### src/rtl/aes_stream_loader.sv
// aes_stream_loader: collects a 32-byte frame (16 key bytes then 16 plaintext
// bytes, MSB first) from a byte stream, starts an AES core with a one-cycle
// load pulse, watches the core's busy flag with start and completion timeouts,
// and streams the 16-byte result back out MSB first.
//
// Ports:
//   clk, rst              clock, asynchronous active-high reset
//   s_data_i/s_valid_i    inbound frame bytes; s_ready_o high only while receiving
//   load_o                one-cycle start pulse to the core
//   key_o/data_o          key and plaintext to the core, held until the next frame starts
//   core_data_i           core result, captured when core_busy_i falls
//   core_busy_i           core busy flag
//   m_data_o/m_valid_o    outbound result bytes, advanced on m_ready_i
//   error_o               one-cycle pulse when the core misses its start or completion window
module aes_stream_loader #(
  parameter int unsigned BUSY_TIMEOUT = 64,
  parameter int unsigned START_WINDOW = 4
) (
  input  logic         clk,
  input  logic         rst,
  input  logic [7:0]   s_data_i,
  input  logic         s_valid_i,
  output logic         s_ready_o,
  output logic         load_o,
  output logic [127:0] key_o,
  output logic [127:0] data_o,
  input  logic [127:0] core_data_i,
  input  logic         core_busy_i,
  output logic [7:0]   m_data_o,
  output logic         m_valid_o,
  input  logic         m_ready_i,
  output logic         error_o
);

  localparam int unsigned TIMER_W = $clog2(BUSY_TIMEOUT + 1);
  localparam logic [4:0]  RX_LAST = 5'd31;
  localparam logic [3:0]  TX_LAST = 4'd15;

  typedef enum logic [2:0] {RX, LOAD, START, RUN, TX} state_t;

  state_t               state_q, state_d;
  logic [4:0]           rx_cnt_q, rx_cnt_d;
  logic [3:0]           tx_cnt_q, tx_cnt_d;
  logic [TIMER_W-1:0]   timer_q, timer_d;
  logic [255:0]         frame_q, frame_d;
  logic [127:0]         result_q, result_d;
  logic [7:0]           m_data_q, m_data_d;
  logic                 s_ready_q, s_ready_d;
  logic                 load_q, load_d;
  logic                 m_valid_q, m_valid_d;
  logic                 error_q, error_d;

  assign s_ready_o = s_ready_q;
  assign load_o    = load_q;
  assign key_o     = frame_q[255:128];
  assign data_o    = frame_q[127:0];
  assign m_data_o  = m_data_q;
  assign m_valid_o = m_valid_q;
  assign error_o   = error_q;

  // Next-state and registered-output logic
  always_comb begin
    state_d   = state_q;
    rx_cnt_d  = rx_cnt_q;
    tx_cnt_d  = tx_cnt_q;
    timer_d   = timer_q;
    frame_d   = frame_q;
    result_d  = result_q;
    m_data_d  = m_data_q;
    m_valid_d = m_valid_q;
    error_d   = 1'b0;
    load_d    = 1'b0;
    s_ready_d = 1'b0;

    case (state_q)
      RX: begin
        if (s_valid_i && s_ready_q) begin
          // Shift left so byte 0 ends up in key_o[127:120]
          frame_d = {frame_q[247:0], s_data_i};
          if (rx_cnt_q == RX_LAST) begin
            rx_cnt_d = 5'd0;
            state_d  = LOAD;
          end else begin
            rx_cnt_d = rx_cnt_q + 5'd1;
          end
        end
      end
      LOAD: begin
        // timer holds the number of cycles elapsed since the load pulse
        timer_d = TIMER_W'(1);
        state_d = START;
      end
      START: begin
        if (core_busy_i) begin
          timer_d = timer_q + TIMER_W'(1);
          state_d = RUN;
        end else if (timer_q >= TIMER_W'(START_WINDOW - 1)) begin
          error_d = 1'b1;
          state_d = RX;
        end else begin
          timer_d = timer_q + TIMER_W'(1);
        end
      end
      RUN: begin
        // Completion observed before the deadline wins over the timeout
        if (!core_busy_i) begin
          result_d  = core_data_i;
          m_data_d  = core_data_i[127:120];
          m_valid_d = 1'b1;
          tx_cnt_d  = 4'd0;
          state_d   = TX;
        end else if (timer_q >= TIMER_W'(BUSY_TIMEOUT - 1)) begin
          error_d = 1'b1;
          state_d = RX;
        end else begin
          timer_d = timer_q + TIMER_W'(1);
        end
      end
      TX: begin
        if (m_valid_q && m_ready_i) begin
          if (tx_cnt_q == TX_LAST) begin
            m_valid_d = 1'b0;
            state_d   = RX;
          end else begin
            tx_cnt_d = tx_cnt_q + 4'd1;
            result_d = {result_q[119:0], 8'h00};
            m_data_d = result_q[119:112];
          end
        end
      end
      default: state_d = RX;
    endcase

    load_d    = (state_d == LOAD);
    s_ready_d = (state_d == RX);
  end

  // State and output registers
  always_ff @(posedge clk or posedge rst) begin
    if (rst) begin
      state_q   <= RX;
      rx_cnt_q  <= '0;
      tx_cnt_q  <= '0;
      timer_q   <= '0;
      frame_q   <= '0;
      result_q  <= '0;
      m_data_q  <= '0;
      s_ready_q <= 1'b0;
      load_q    <= 1'b0;
      m_valid_q <= 1'b0;
      error_q   <= 1'b0;
    end else begin
      state_q   <= state_d;
      rx_cnt_q  <= rx_cnt_d;
      tx_cnt_q  <= tx_cnt_d;
      timer_q   <= timer_d;
      frame_q   <= frame_d;
      result_q  <= result_d;
      m_data_q  <= m_data_d;
      s_ready_q <= s_ready_d;
      load_q    <= load_d;
      m_valid_q <= m_valid_d;
      error_q   <= error_d;
    end
  end

endmodule

### config.mk
export PLATFORM = sky130hd
export DESIGN_NAME = aes_stream_loader
export DESIGN_NICKNAME = d
export VERILOG_FILES = /design/src/rtl/aes_stream_loader.sv
export SDC_FILE = /design/constraint.sdc
export NUM_CORES = 1
export LEC_CHECK = 0
export BUFFER_PORTS_ARGS = -buffer_cell sky130_fd_sc_hd__buf_2
export CAP_MARGIN = 10
export CORE_ASPECT_RATIO = 1.4
export CORE_MARGIN = 3
export CORE_UTILIZATION = 57
export CTS_CLUSTER_SIZE = 10
export DETAILED_ROUTE_END_ITERATION = 10
export PLACE_DENSITY = 0.82
export SLEW_MARGIN = 25
export SYNTH_ARGS = -nofsm -noshare
export SYNTH_HDL_FRONTEND = slang
export SYNTH_SLANG_ARGS = --single-unit
### constraint.sdc
create_clock -name clk -period 21.2 [get_ports clk]
set_clock_uncertainty 0.15 [all_clocks]
set_input_delay 4.24 -clock clk [delete_from_list [all_inputs] [get_ports clk]]
set_output_delay 4.24 -clock clk [all_outputs]
set_load 0.01 [all_outputs]
==> results of run 1 <==
## area by class of cell
cell class                      count  area [µm²]  area share [%]
Tap cell                          375         469            2.35
Antenna cell                        9        22.5           0.113
Timing Repair Buffer              419        2190            11.0
Multi-Input combinational cell    724        5830            29.2
Clock buffer                       49        1190            5.98
Clock inverter                      2        32.5           0.163
Sequential cell                   407       10200            51.1
Inverter                            4        22.5           0.113
## state kept, by name, summed over array words and instances, names as in the netlist
register   count
m_valid_o      1
s_ready_o      1
state_q        3
result_q     120
error_o        1
timer_q        7
tx_cnt_q       4
m_data_o       8
rx_cnt_q       5
load_o         1
frame_q      256
## layout by cell type, fill, tap and decap left out, types with 2 or more instances in the layout
master                      count
sky130_fd_sc_hd__buf_2        408
sky130_fd_sc_hd__dfrtp_1      407
sky130_fd_sc_hd__mux2_2       258
sky130_fd_sc_hd__nand2_1      133
sky130_fd_sc_hd__mux2i_1      123
sky130_fd_sc_hd__o21ai_0       70
sky130_fd_sc_hd__o21ai_1       64
sky130_fd_sc_hd__clkbuf_16     47
sky130_fd_sc_hd__nor2_1        12
sky130_fd_sc_hd__diode_2        9
sky130_fd_sc_hd__a22o_1         8
sky130_fd_sc_hd__nand2b_1       6
sky130_fd_sc_hd__nand3_1        5
sky130_fd_sc_hd__a21oi_1        5
sky130_fd_sc_hd__buf_4          5
sky130_fd_sc_hd__nor3_1         4
sky130_fd_sc_hd__ha_1           4
sky130_fd_sc_hd__inv_1          3
sky130_fd_sc_hd__or3_1          3
sky130_fd_sc_hd__buf_6          3
sky130_fd_sc_hd__nand4b_1       2
sky130_fd_sc_hd__a31oi_1        2
sky130_fd_sc_hd__nand4_1        2
sky130_fd_sc_hd__o21a_1         2
sky130_fd_sc_hd__xor2_1         2
sky130_fd_sc_hd__a211oi_1       2
sky130_fd_sc_hd__clkinv_8       2
sky130_fd_sc_hd__buf_16         2
## report_power, final
part | internal (W) | switching, W
registers | 0.000996 | 0.000157
clock network | 0.000394 | 0.000282
logic | 0.000307 | 0.000340
## per-stage QoR
step | setup slack [ns] | utilization, % | power (W) | hold slack (ns) | area [µm²]
global route | 14.09 | 70.2 | 0.00262 | 0.352 | 19900
finish | 14.26 | 70.2 | 0.00248 | 0.327 | 19900
CTS | 14.21 | 69.9 | 0.00250 | 0.332 | 19900
detailed placement | 13.64 | 65.6 | 0.00181 | 0.320 | 18600
global placement | 13.29 | 65.6 | 0.00177 | 0.308 | 18600
floorplan | 5.49 | - | 0.00158 | 0.298 | 16500
## metal layers
metal	wire, µm	share of wire (%)
met5	9	0.024
met4	1920	5.1
met3	2680	7.1
met2	19200	51
met1	13900	37
## worst max-delay path: cells and delay by family
kind	cells	cell delay (ns)
and+or+nand+nor	1	0.12
buffers and inverters	4	2.33
muxes	1	0.42
## final timing paths
check	end	start	slack, ns	cells past startpoint
max	frame_q[45]	s_valid_i	14.26	6
min reg2reg	result_q[66]	result_q[66]	0.33	2
min	result_q[66]	result_q[66]	0.33	2
min in group asynchronous	frame_q[17]	rst	3.71	2
max reg2reg	frame_q[45]	state_q[1]	17.30	6
max in group asynchronous	frame_q[242]	rst	15.62	4
## logic make-up after synthesis
| family | share of synthesized area (%) |
|---|---|
| fa+ha+maj | 0.304 |
| xor+xnor | 0.106 |
| flops | 61.8 |
| buf+inv | 2.84 |
| mux | 25.1 |
| compound gates | 5.25 |
| simple gates | 4.60 |
==> results.txt, run 1 <==
Post-synthesis instance area: 16500 µm². The clock root buffer was sky130_fd_sc_hd__clkbuf_16. In the global route stage, met2 resource usage came out at 40.7%. Capturing element type of the critical path: a register.

Global routing consumed, on the met3 layer, 6.19% of the routing resources. The synthesis-stage register bit count is 407, and the proportion of layout cells with a drive suffix above 1 is 45.7%. For this run, global-route usage on met1 was measured as 28.5%. Setup repair after global routing left no endpoint under its margin. For this design the top-level I/O count stands at 409. The commonest cells after synthesis are 407 x sky130_fd_sc_hd__dfrtp_1, 258 x sky130_fd_sc_hd__mux2_2, 133 x sky130_fd_sc_hd__nand2_1. Average size of a mapped cell: 13.6 µm².

Sequential elements use 61.8% of the synthesized area. The critical path's largest stage delay was 0.83 ns; the count of clock tree sinks was 407. After clock tree synthesis, the flow added hold-fix buffers numbering 0.

In the synthesized netlist, the number of instances is 1210. The run gives 28400 µm² as the area inside the core boundary. The congestion estimate from routability-driven global placement came to 0.804. Leaving out filler cells and counting taps, the final layout contains 1989.

VDD sags by at most 109 µV. Adding up every negative setup slack in the final design gives 0 ns. For the total number of placement rows, the log shows 73. The analysis attributes to cell leakage a power of 10.4 nW. For this configuration, the core starts out at a cell density of 58.0%. The path class of the tightest hold or removal check is reg2reg.

Detailed routing inserted a total of 10900 vias. The logs give 29.1% for the remaining max-slew budget at the tightest pin and 0.55 ns for the insertion delay to the later sink of the worst-skew pair. The number of antenna violations at the first check in global routing is 10. After detailed routing, the number of vias per cell comes to 5.47.

The synthesized design devotes to its leading area cell type 61.8% of total area. The detailed-route DRC error count was 0; the die boundary height was 207 µm. In this run, synthesis inferred 0 flip-flops with an integrated enable.

Of all nets on the critical path, the largest fanout is 100. In the synthesized netlist the dominant register cell turns out to be sky130_fd_sc_hd__dfrtp_1. The proportion of register bits with asynchronous set or reset after synthesis came out at 100%.

The worst path uses 32.8% of the clock period. The highest-delay cell along the critical path is sky130_fd_sc_hd__buf_4. Startpoint type of the worst setup path: an input pin.

For the count of distinct cell types in the synthesized netlist, the log shows 44. The tools report the number of global-route vias before repair as 11300. Across every metal layer, demand over resource in global routing totals 24.1%. The final wirelength came out at 37700 µm. The count of warnings emitted by yosys is 0, and the setup fix buffers added after clock tree synthesis is 0. At the pin with the least slew margin, the transition time is 1.06 ns. Max-capacitance violation count: 0. In the post-synthesis netlist, the cell with the most instances is sky130_fd_sc_hd__dfrtp_1.

The synthesis-to-layout area growth was 21.0%; the net count reported at finish was 1747. The run gives 1927 as the placed cell count. Final number of hold-violating endpoints: 0. The critical path goes through buf_2 > nand4b_1 > buf_6 > buf_4 > buf_6 > mux2_2. Cell taking the most area after synthesis: sky130_fd_sc_hd__dfrtp_1. When the netlist entered floorplanning its net count stood at 1355.

The run finished with clean final reports. The worst setup path is of the in2reg kind. TritonCTS built the clock tree.

In this run, the number of DRC markers left after iteration 0 of detailed routing was 522. Summed over all layers, the global routing overflow is 0. The count of buffers added on input and output ports is 408.

The largest buffer count on any clock path was 3. In this design, the critical path's most frequently occurring cell is sky130_fd_sc_hd__buf_6. Final critical-path required period: 6.94 ns. met2 is the most crowded layer. The die is 150 µm wide.

The run gives 21.48 ns as the data required time of the critical path. The run gives 0 as the final-report max-slew violation count. For the sum of net half-perimeters after detailed placement, the log shows 25700 µm. Yosys attributes the largest share of cell area to sky130_fd_sc_hd__dfrtp_1 62%, sky130_fd_sc_hd__mux2_2 18%, sky130_fd_sc_hd__mux2i_1 7.5%.

The achievable clock frequency was 144 MHz. The die covers 31000 µm². The number of failing setup endpoints in the final timing report is 0, and the H-tree depth is 2. The logs give 0 for the post-route antenna net violation count and 46 for the total CTS buffers. The clock slew seen by the registers of the worst setup and hold paths is 0.05 ns. The mean routed wirelength per cell was 19.0 µm.

Dividing total power by cell area gives a power density of 124 nW/µm². The first-pass GRT wire length is 59800 µm. Counting the fill cells in the layout gives 1957.

The tools report the maximum number of pins on one net before global-route repair as 198. For the worst setup path, the data arrival time is 7.22 ns. The pre-antenna-repair detailed-routing pass consisted of 5 iterations.

The tools report the post-cts resize count as 0.
Power figures use the tool's default switching activity.
==> inputs of run 2 (changes only) <==
- CORE_UTILIZATION: 57 -> 48
- PLACE_DENSITY: 0.82 -> 0.73
- clock period: 21.2 -> 5.6 ns (I/O delays scaled with it)
==> run 2 against run 1 <==
Clock power increased to 3.8 times the previous value. Sequential cell count unchanged. Critical endpoint is now tx_cnt_q[0]. Critical path depth unchanged. Power increased to 3.8 times the previous value. Utilization decreased by 10 points. Combinational power increased to 3.8 times the previous value. Wire length decreased by 1.5%.
==> results.txt, run 2 (synthesized netlist as in run 1, its figures left out) <==
The fraction of power consumed by the clock network is 27.4%, and the internal power is 0.00642 W. In this run the worst hold path is classified as reg2reg. The critical path data arrival time is 3.24 ns, and the number of flip-flops in the largest register is 256. Counting both buffers and inverters, the worst setup path holds a total of 2. The transition time at the pin with the least slew margin is 0.875 ns. Buffers inserted to repair hold after CTS numbered 0.

The run gives 79 as the total number of placement rows. The first global-routing pass estimated 58500 µm of wire. In the layout the commonest cells are 408 x sky130_fd_sc_hd__buf_2, 407 x sky130_fd_sc_hd__dfrtp_1, 258 x sky130_fd_sc_hd__mux2_2. After layout, the design draws a total of 0.00931 W. The first routing iteration left 537 violations.

Setup repair after global routing left no endpoint under its margin. The later pin in the worst-skew pair is clocked with a latency of 0.54 ns. The tools report the leakage power summed over all cells as 10.4 nW. The flow ran to the end, and the final reports show no timing, DRC or antenna violations. Area inside the core boundary: 33500 µm². For this design, the sink count on the clock tree is 407. Setup total negative slack on the finished layout was measured at 0 ns. Die boundary height: 225 µm. H-tree depth: 2. Grouping stages by cell kind, the critical path spends the most delay in buffers and inverters. The global placer's final weighted congestion came out at 0.806.

Global routing consumed, over all layers together, 19.8% of the routing resources. The worst setup path is launched from a register. Entering global routing, the biggest net connects 175 pins. STA puts the critical path data required time at 5.88 ns.

The critical path's largest stage delay works out to 0.62 ns. In this run the worst path has a maximum fanout of 123. The total CTS buffers was 46; the die extent in x was 163 µm.

VDD sags by at most 358 µV. Max-cap violations in this run came to 0. Once the clock tree was built, the setup fixing pass inserted 0 buffers.

On the critical path, the stage with the largest delay is an instance of sky130_fd_sc_hd__buf_12. Traced cell by cell, the critical path runs through nor3b_4 > buf_12 > and3b_1 > nor2_4 > buf_4 > mux2_2. The die covers 36600 µm². The count of nets left with antenna violations once routing finished came out at 0. CTS placed an instance of sky130_fd_sc_hd__clkbuf_16 at the clock tree root. The run gives 2.42 ns as the worst setup slack after placement. The largest register by flop count is frame_q. Most frequent standard cell in the layout excluding fill and tap cells: sky130_fd_sc_hd__buf_2. After the last flow step, the layout net total stands at 1746. The routed layout has 10700 vias. The tightest hold path in the finished design has a slack of 0.325 ns. The mean routed wirelength per cell was 18.1 µm; the placed cell count was 1998. After the flow finishes, the layout carries non-filler instances totaling 2053. The setup path with the least slack is of type reg2reg. The first-pass detailed-route iteration total was 4; the via-per-instance ratio was 5.19.

After layout, the minimum clock period comes to 2.97 ns. Final number of hold-violating endpoints: 0. Summed over all layers, the global routing overflow is 0.

409 I/O pins were placed. Per report_power, the combinational group accounts for 26.1% of the total. The switching share of power is 31.0%, and the clock slew seen by the registers of the worst setup and hold paths is 0.05 ns.

The number of global-route vias before repair was 11000; the detailed-route DRC error count was 0. Final-report max-slew violation count: 0. The tools report the number of antenna violations at the first check in global routing as 4. Setup violations remaining at the end of the flow were counted as 0.

The post-cts resize count came out at 0. The share of the cycle needed by the critical path after routing was 53.0%. The capturing element type of the critical path is a register. For the initial core utilization, the log shows 49.2%.

The power density over cell area is 465 nW/µm². Of the total power, registers draw 46.5%. Cells with a size suffix above 1 make up 45.7% of the layout.

The quantity of I/O buffers inserted on ports is 408, and the remaining max-slew budget at the tightest pin is 41.7%. The run gives 37200 µm as the final wirelength. The net switching power figure was 0.00289 W; the filler cell count in the final layout was 2678.

Detailed placement finished with a half-perimeter wire length of 25900 µm. Setup slack on the critical path of the routed design comes to 2.63 ns. In this run the deepest clock path goes through 3 buffers.

The tools report the achievable clock frequency as 337 MHz. The area growth from synthesis to layout is 21.5%. TritonCTS built the clock tree.
-- run 2: cell count changes in the layout (fill, tap and decap cells not counted) --
| cell | change |
|---|---|
| sky130_fd_sc_hd__buf_4 | -1 |
| sky130_fd_sc_hd__buf_12 | +5 |
| sky130_fd_sc_hd__clkbuf_8 | -1 |
| sky130_fd_sc_hd__inv_8 | -1 |
| sky130_fd_sc_hd__clkbuf_1 | +2 |
| sky130_fd_sc_hd__nor2_2 | +1 |
| sky130_fd_sc_hd__nor2_1 | -1 |
| sky130_fd_sc_hd__clkinvlp_4 | +1 |
| sky130_fd_sc_hd__buf_6 | -3 |
| sky130_fd_sc_hd__diode_2 | -6 |
| sky130_fd_sc_hd__buf_16 | -2 |
-- run 2: metal layers --
layer  global-route usage [%]  vias to the layer above  wire length, µm
met2                     34.5                      314            19200
met4                     7.40                        2             1230
li1                         -                     5029                -
met3                     4.76                       77             2440
met1                     23.9                     5228            14300
met5                        0                        -                7
-- run 2: final timing paths --
check | start | to | slack (ns) | depth (start not counted)
max in group asynchronous | rst | result_q[82] | 3.74 | 3
setup / recovery | state_q[0] | tx_cnt_q[0] | 2.63 | 6
min in group asynchronous | rst | frame_q[10] | 0.45 | 2
setup reg to reg | state_q[0] | tx_cnt_q[0] | 2.63 | 6
hold reg to reg | m_data_o[4] | m_data_o[4] | 0.32 | 2
hold / removal | m_data_o[4] | m_data_o[4] | 0.32 | 2
-- run 2: per-stage QoR --
step           util (%)  instance area [µm²]
6_report           59.7                20000
5_1_grt            59.7                20000
4_1_cts            59.7                20000
3_5_place_dp       56.1                18800
3_3_place_gp       56.1                18800
2_1_floorplan         -                16500
-- run 2: final cells by class --
cell class                 count  area (µm²)  share of cell area [%]
sequential                   407       10200                    50.9
multi-input combinational    724        5840                    29.2
timing repair buffer         418        2190                    11.0
clock buffer                  50        1190                    5.93
tap                          445         557                    2.78
clock inverter                 2        32.5                   0.163
inverter                       4        18.8                  0.0938
antenna                        3        7.51                  0.0375
-- run 2: worst reg2reg max path, stage by stage, from the launching register on --
cell	delay, ns
sky130_fd_sc_hd__dfrtp_1	0.54
sky130_fd_sc_hd__nor3b_4	0.27
sky130_fd_sc_hd__buf_12	0.62
sky130_fd_sc_hd__and3b_1	0.48
sky130_fd_sc_hd__nor2_4	0.06
sky130_fd_sc_hd__buf_4	0.36
sky130_fd_sc_hd__mux2_2	0.36
-- run 2: power groups by stage --
stage	Sequential, W	Clock, W	Combinational, W
2_1_floorplan	0.00441	0	0.00157
3_3_place_gp	0.00432	0	0.00240
3_5_place_dp	0.00437	0	0.00246
4_1_cts	0.00433	0.00263	0.00247
5_1_grt	0.00444	0.00274	0.00270
6_report	0.00433	0.00255	0.00243
==> inputs of run 3 (changes only) <==
- CORE_UTILIZATION: 48 -> 53
- PLACE_DENSITY: 0.73 -> 0.76
- clock period: 5.6 -> 2.9 ns (I/O delays scaled with it)
==> run 3 against run 2 <==
Utilization rose by 6.7 points. Register-to-register slack got worse by 2.0 ns. Clock power rose by 93%. Critical path depth did not move. First-iteration DRC count fell by 20%. Sequential cell count did not move. Highest routed layer is now met4. Design area rose by 0.55%. Combinational power rose by 97%. Largest cell class unchanged. Count of clock-buffer cells in the layout fell by 1. Worst hold slack got worse by 0.24 ns. Global-route usage rose by 2.7 points.
==> results.txt, run 3 (synthesized netlist as in run 1, its figures left out) <==
Initial core utilization: 54.4%. The endpoint identified for the worst register-to-register timing path is timer_q[2]. The run gives 1949 as the placed cell count. Startpoint of the lowest-slack hold path: m_ready_i.

In the routed layout, each cell is associated on average with a via count of 5.31. The total CTS buffers is 46, and the area inside the core boundary is 30300 µm². The number of cells on the worst reg-to-reg path came out at 6.

The register with the most flip-flops in the layout has 256 of them. Summed over all nets, the half-perimeter wirelength after detailed placement is 26800 µm. The post-route worst setup slack came out at 0.668 ns. Counting flops per register, the top entry is frame_q. In this run the count of I/O pins placed on the die edge is 409.

Entering global routing, the biggest net connects 122 pins. Together, buffers and inverters on the worst path number 0. Counting instances, the worst hold path has a depth of 2. TritonCTS built the clock tree.

The remaining max-slew budget at the tightest pin came out at 55.2%. In this run the power density over the cells is 899 nW/µm². Clock root buffer: sky130_fd_sc_hd__clkbuf_16. The number of failing setup endpoints in the final timing report is 0.

Dividing the detail-routed wire length by the instance count gives 18.9 µm. For the global-route congestion overflow total, the log shows 0. The startpoint identified for the worst register-to-register timing path is timer_q[0]. The max-capacitance violation count was 0. Clock slew seen by the registers of the worst setup and hold paths: 0.06 ns.

The run gives 2003 as the post-route non-filler standard cell count. The logs give 14000 µm for the met1 wire length and 33300 µm² for the die area. The final critical path takes up 77.0% of the cycle. The final critical-path required period was 2.23 ns. STA puts the critical path data arrival time at 2.55 ns.

Global routing consumed, over all layers together, 22.5% of the routing resources. After the last flow step, the layout net total stands at 1758. Number of antenna violations at the first check in global routing: 3. Setup repair after global routing left no endpoint under its margin. The setup slack of the most critical reg-to-reg path came out at 0.67 ns. The detail route stage leaves a number of antenna-violating nets equal to 0. The first-iteration detailed-routing DRC count was 428. Highest routing layer actually used: met4.

The tools report the startpoint type of the worst setup path as a register. The die is 215 µm tall. Routability-driven placement finished with a final weighted congestion of 0.842.

The min-delay analysis places its worst path in the category in2reg. For this run, the slowest stage of the critical path takes 0.47 ns. The routed design uses 20000 µm of met2 wire.

In this run the post-CTS setup repair buffer count came out at 0. The count of clock tree sinks was 407. For the insertion delay to the later sink of the worst-skew pair, the log shows 0.54 ns. The signal on the critical path passes through ha_1 > a21oi_2 > a31oi_1 > o221a_2 > or4_1 > a21oi_1. The critical path startpoint is timer_q[0]. Quantity of I/O buffers inserted on ports: 408. The run gives 4 as the first-pass detailed-route iteration total.

The path with the worst hold slack has its endpoint at m_valid_o. The worst-case IR drop observed on VDD is 813 µV. For the final-report max-slew violation count, the log shows 0.

The transition time at the pin with the least slew margin is 0.673 ns. The die extent in x was 155 µm. The library cells used most frequently in the layout, excluding fill and tap cells, are 408 x sky130_fd_sc_hd__buf_2, 407 x sky130_fd_sc_hd__dfrtp_1, 258 x sky130_fd_sc_hd__mux2_2.

From synthesis to final layout, the design area changed by 22.1%. Capturing element type of the critical path: a register. The logs give 2316 for the filler cell count in the final layout and 0 for the detailed-route DRC error count. The final route contains 10600 vias. In this design, the largest share of critical-path delay is due to compound AO/OA/AOI/OAI gates. The met3 wire length was 2460 µm; the total number of placement rows was 75.

The analysis attributes to cell leakage a power of 10.5 nW. Cells fill 66.4% of the core in the end. The clock passes through at most 3 buffers. The tools report the final wirelength as 37800 µm.

The top fanout value on the critical path was 6. For this design, the slowest cell found on the critical path is sky130_fd_sc_hd__or4_1. The worst setup path is of the reg2reg kind. For the number of global-route vias before repair, the log shows 11300.

The final number of hold-violating endpoints is 0. STA puts the critical path data required time at 3.22 ns. The first global-routing pass estimated 59900 µm of wire.

The worst setup slack after placement came out at 0.681 ns. Total power for the finished layout comes to 0.0181 W. The flow ran to the end, and the final reports show no timing, DRC or antenna violations. Leaving out fill and tap cells, the most frequent cell in the layout is sky130_fd_sc_hd__buf_2. For the achievable clock frequency, the log shows 448 MHz. The H-tree depth is 2.

The proportion of layout cells with a drive suffix above 1 works out to 46.0%.
[run 3: cell types whose count changed in the layout (fill, tap and decap cells not counted), moves of 2 or more]
cell	change
sky130_fd_sc_hd__clkinv_8	-2
sky130_fd_sc_hd__buf_4	+2
sky130_fd_sc_hd__clkbuf_1	-2
sky130_fd_sc_hd__buf_12	+9
[run 3: worst max path at each step]
stage,end,cells past startpoint
after CTS,timer_q[2],6
after global placement,frame_q[238],5
after detailed placement,timer_q[2],6
after floorplan,error_o,1
after global routing,m_data_o[4],6
final,timer_q[2],6
[run 3: final cells by class]
class	count	area (µm²)	area share, %
Tap cell	385	482	2.39
Inverter	4	18.8	0.0932
Clock buffer	49	1190	5.93
Clock inverter	1	8.76	0.0435
Sequential cell	407	10200	50.6
Timing Repair Buffer	430	2400	11.9
Multi-Input combinational cell	724	5830	29.0
Antenna cell	3	7.51	0.0373
[run 3: through the flow]
step / setup TNS, ns / hold slack (ns) / area (µm²)
floorplan: -1348.67 / 0.298 / 16500
global placement: 0 / 0.309 / 18900
detailed placement: 0 / 0.320 / 18900
CTS: 0 / 0.0580 / 20100
global route: 0 / 0.0700 / 20100
finish: 0 / 0.0843 / 20100
[run 3: layer usage]
| metal | vias to the layer above | global-route usage, % |
|---|---|---|
| li1 | 5016 | - |
| met1 | 5237 | 25.5 |
| met2 | 309 | 40.5 |
| met3 | 78 | 5.55 |
| met4 | 0 | 8.54 |
| met5 | - | 0 |
[run 3: report_power, final]
part           total [W]  leakage (nW)  switching, W  internal, W
combinational    0.00479          4.53       0.00247      0.00232
sequential       0.00838          5.37       0.00110      0.00728
clock            0.00492         0.592       0.00206      0.00287
total             0.0181          10.5       0.00563       0.0125
[run 3: repair_timing]
item	4_1_cts	5_1_grt
hold buffers	1	0
hold endpoints to repair	3	0
gates resized for setup	0	0
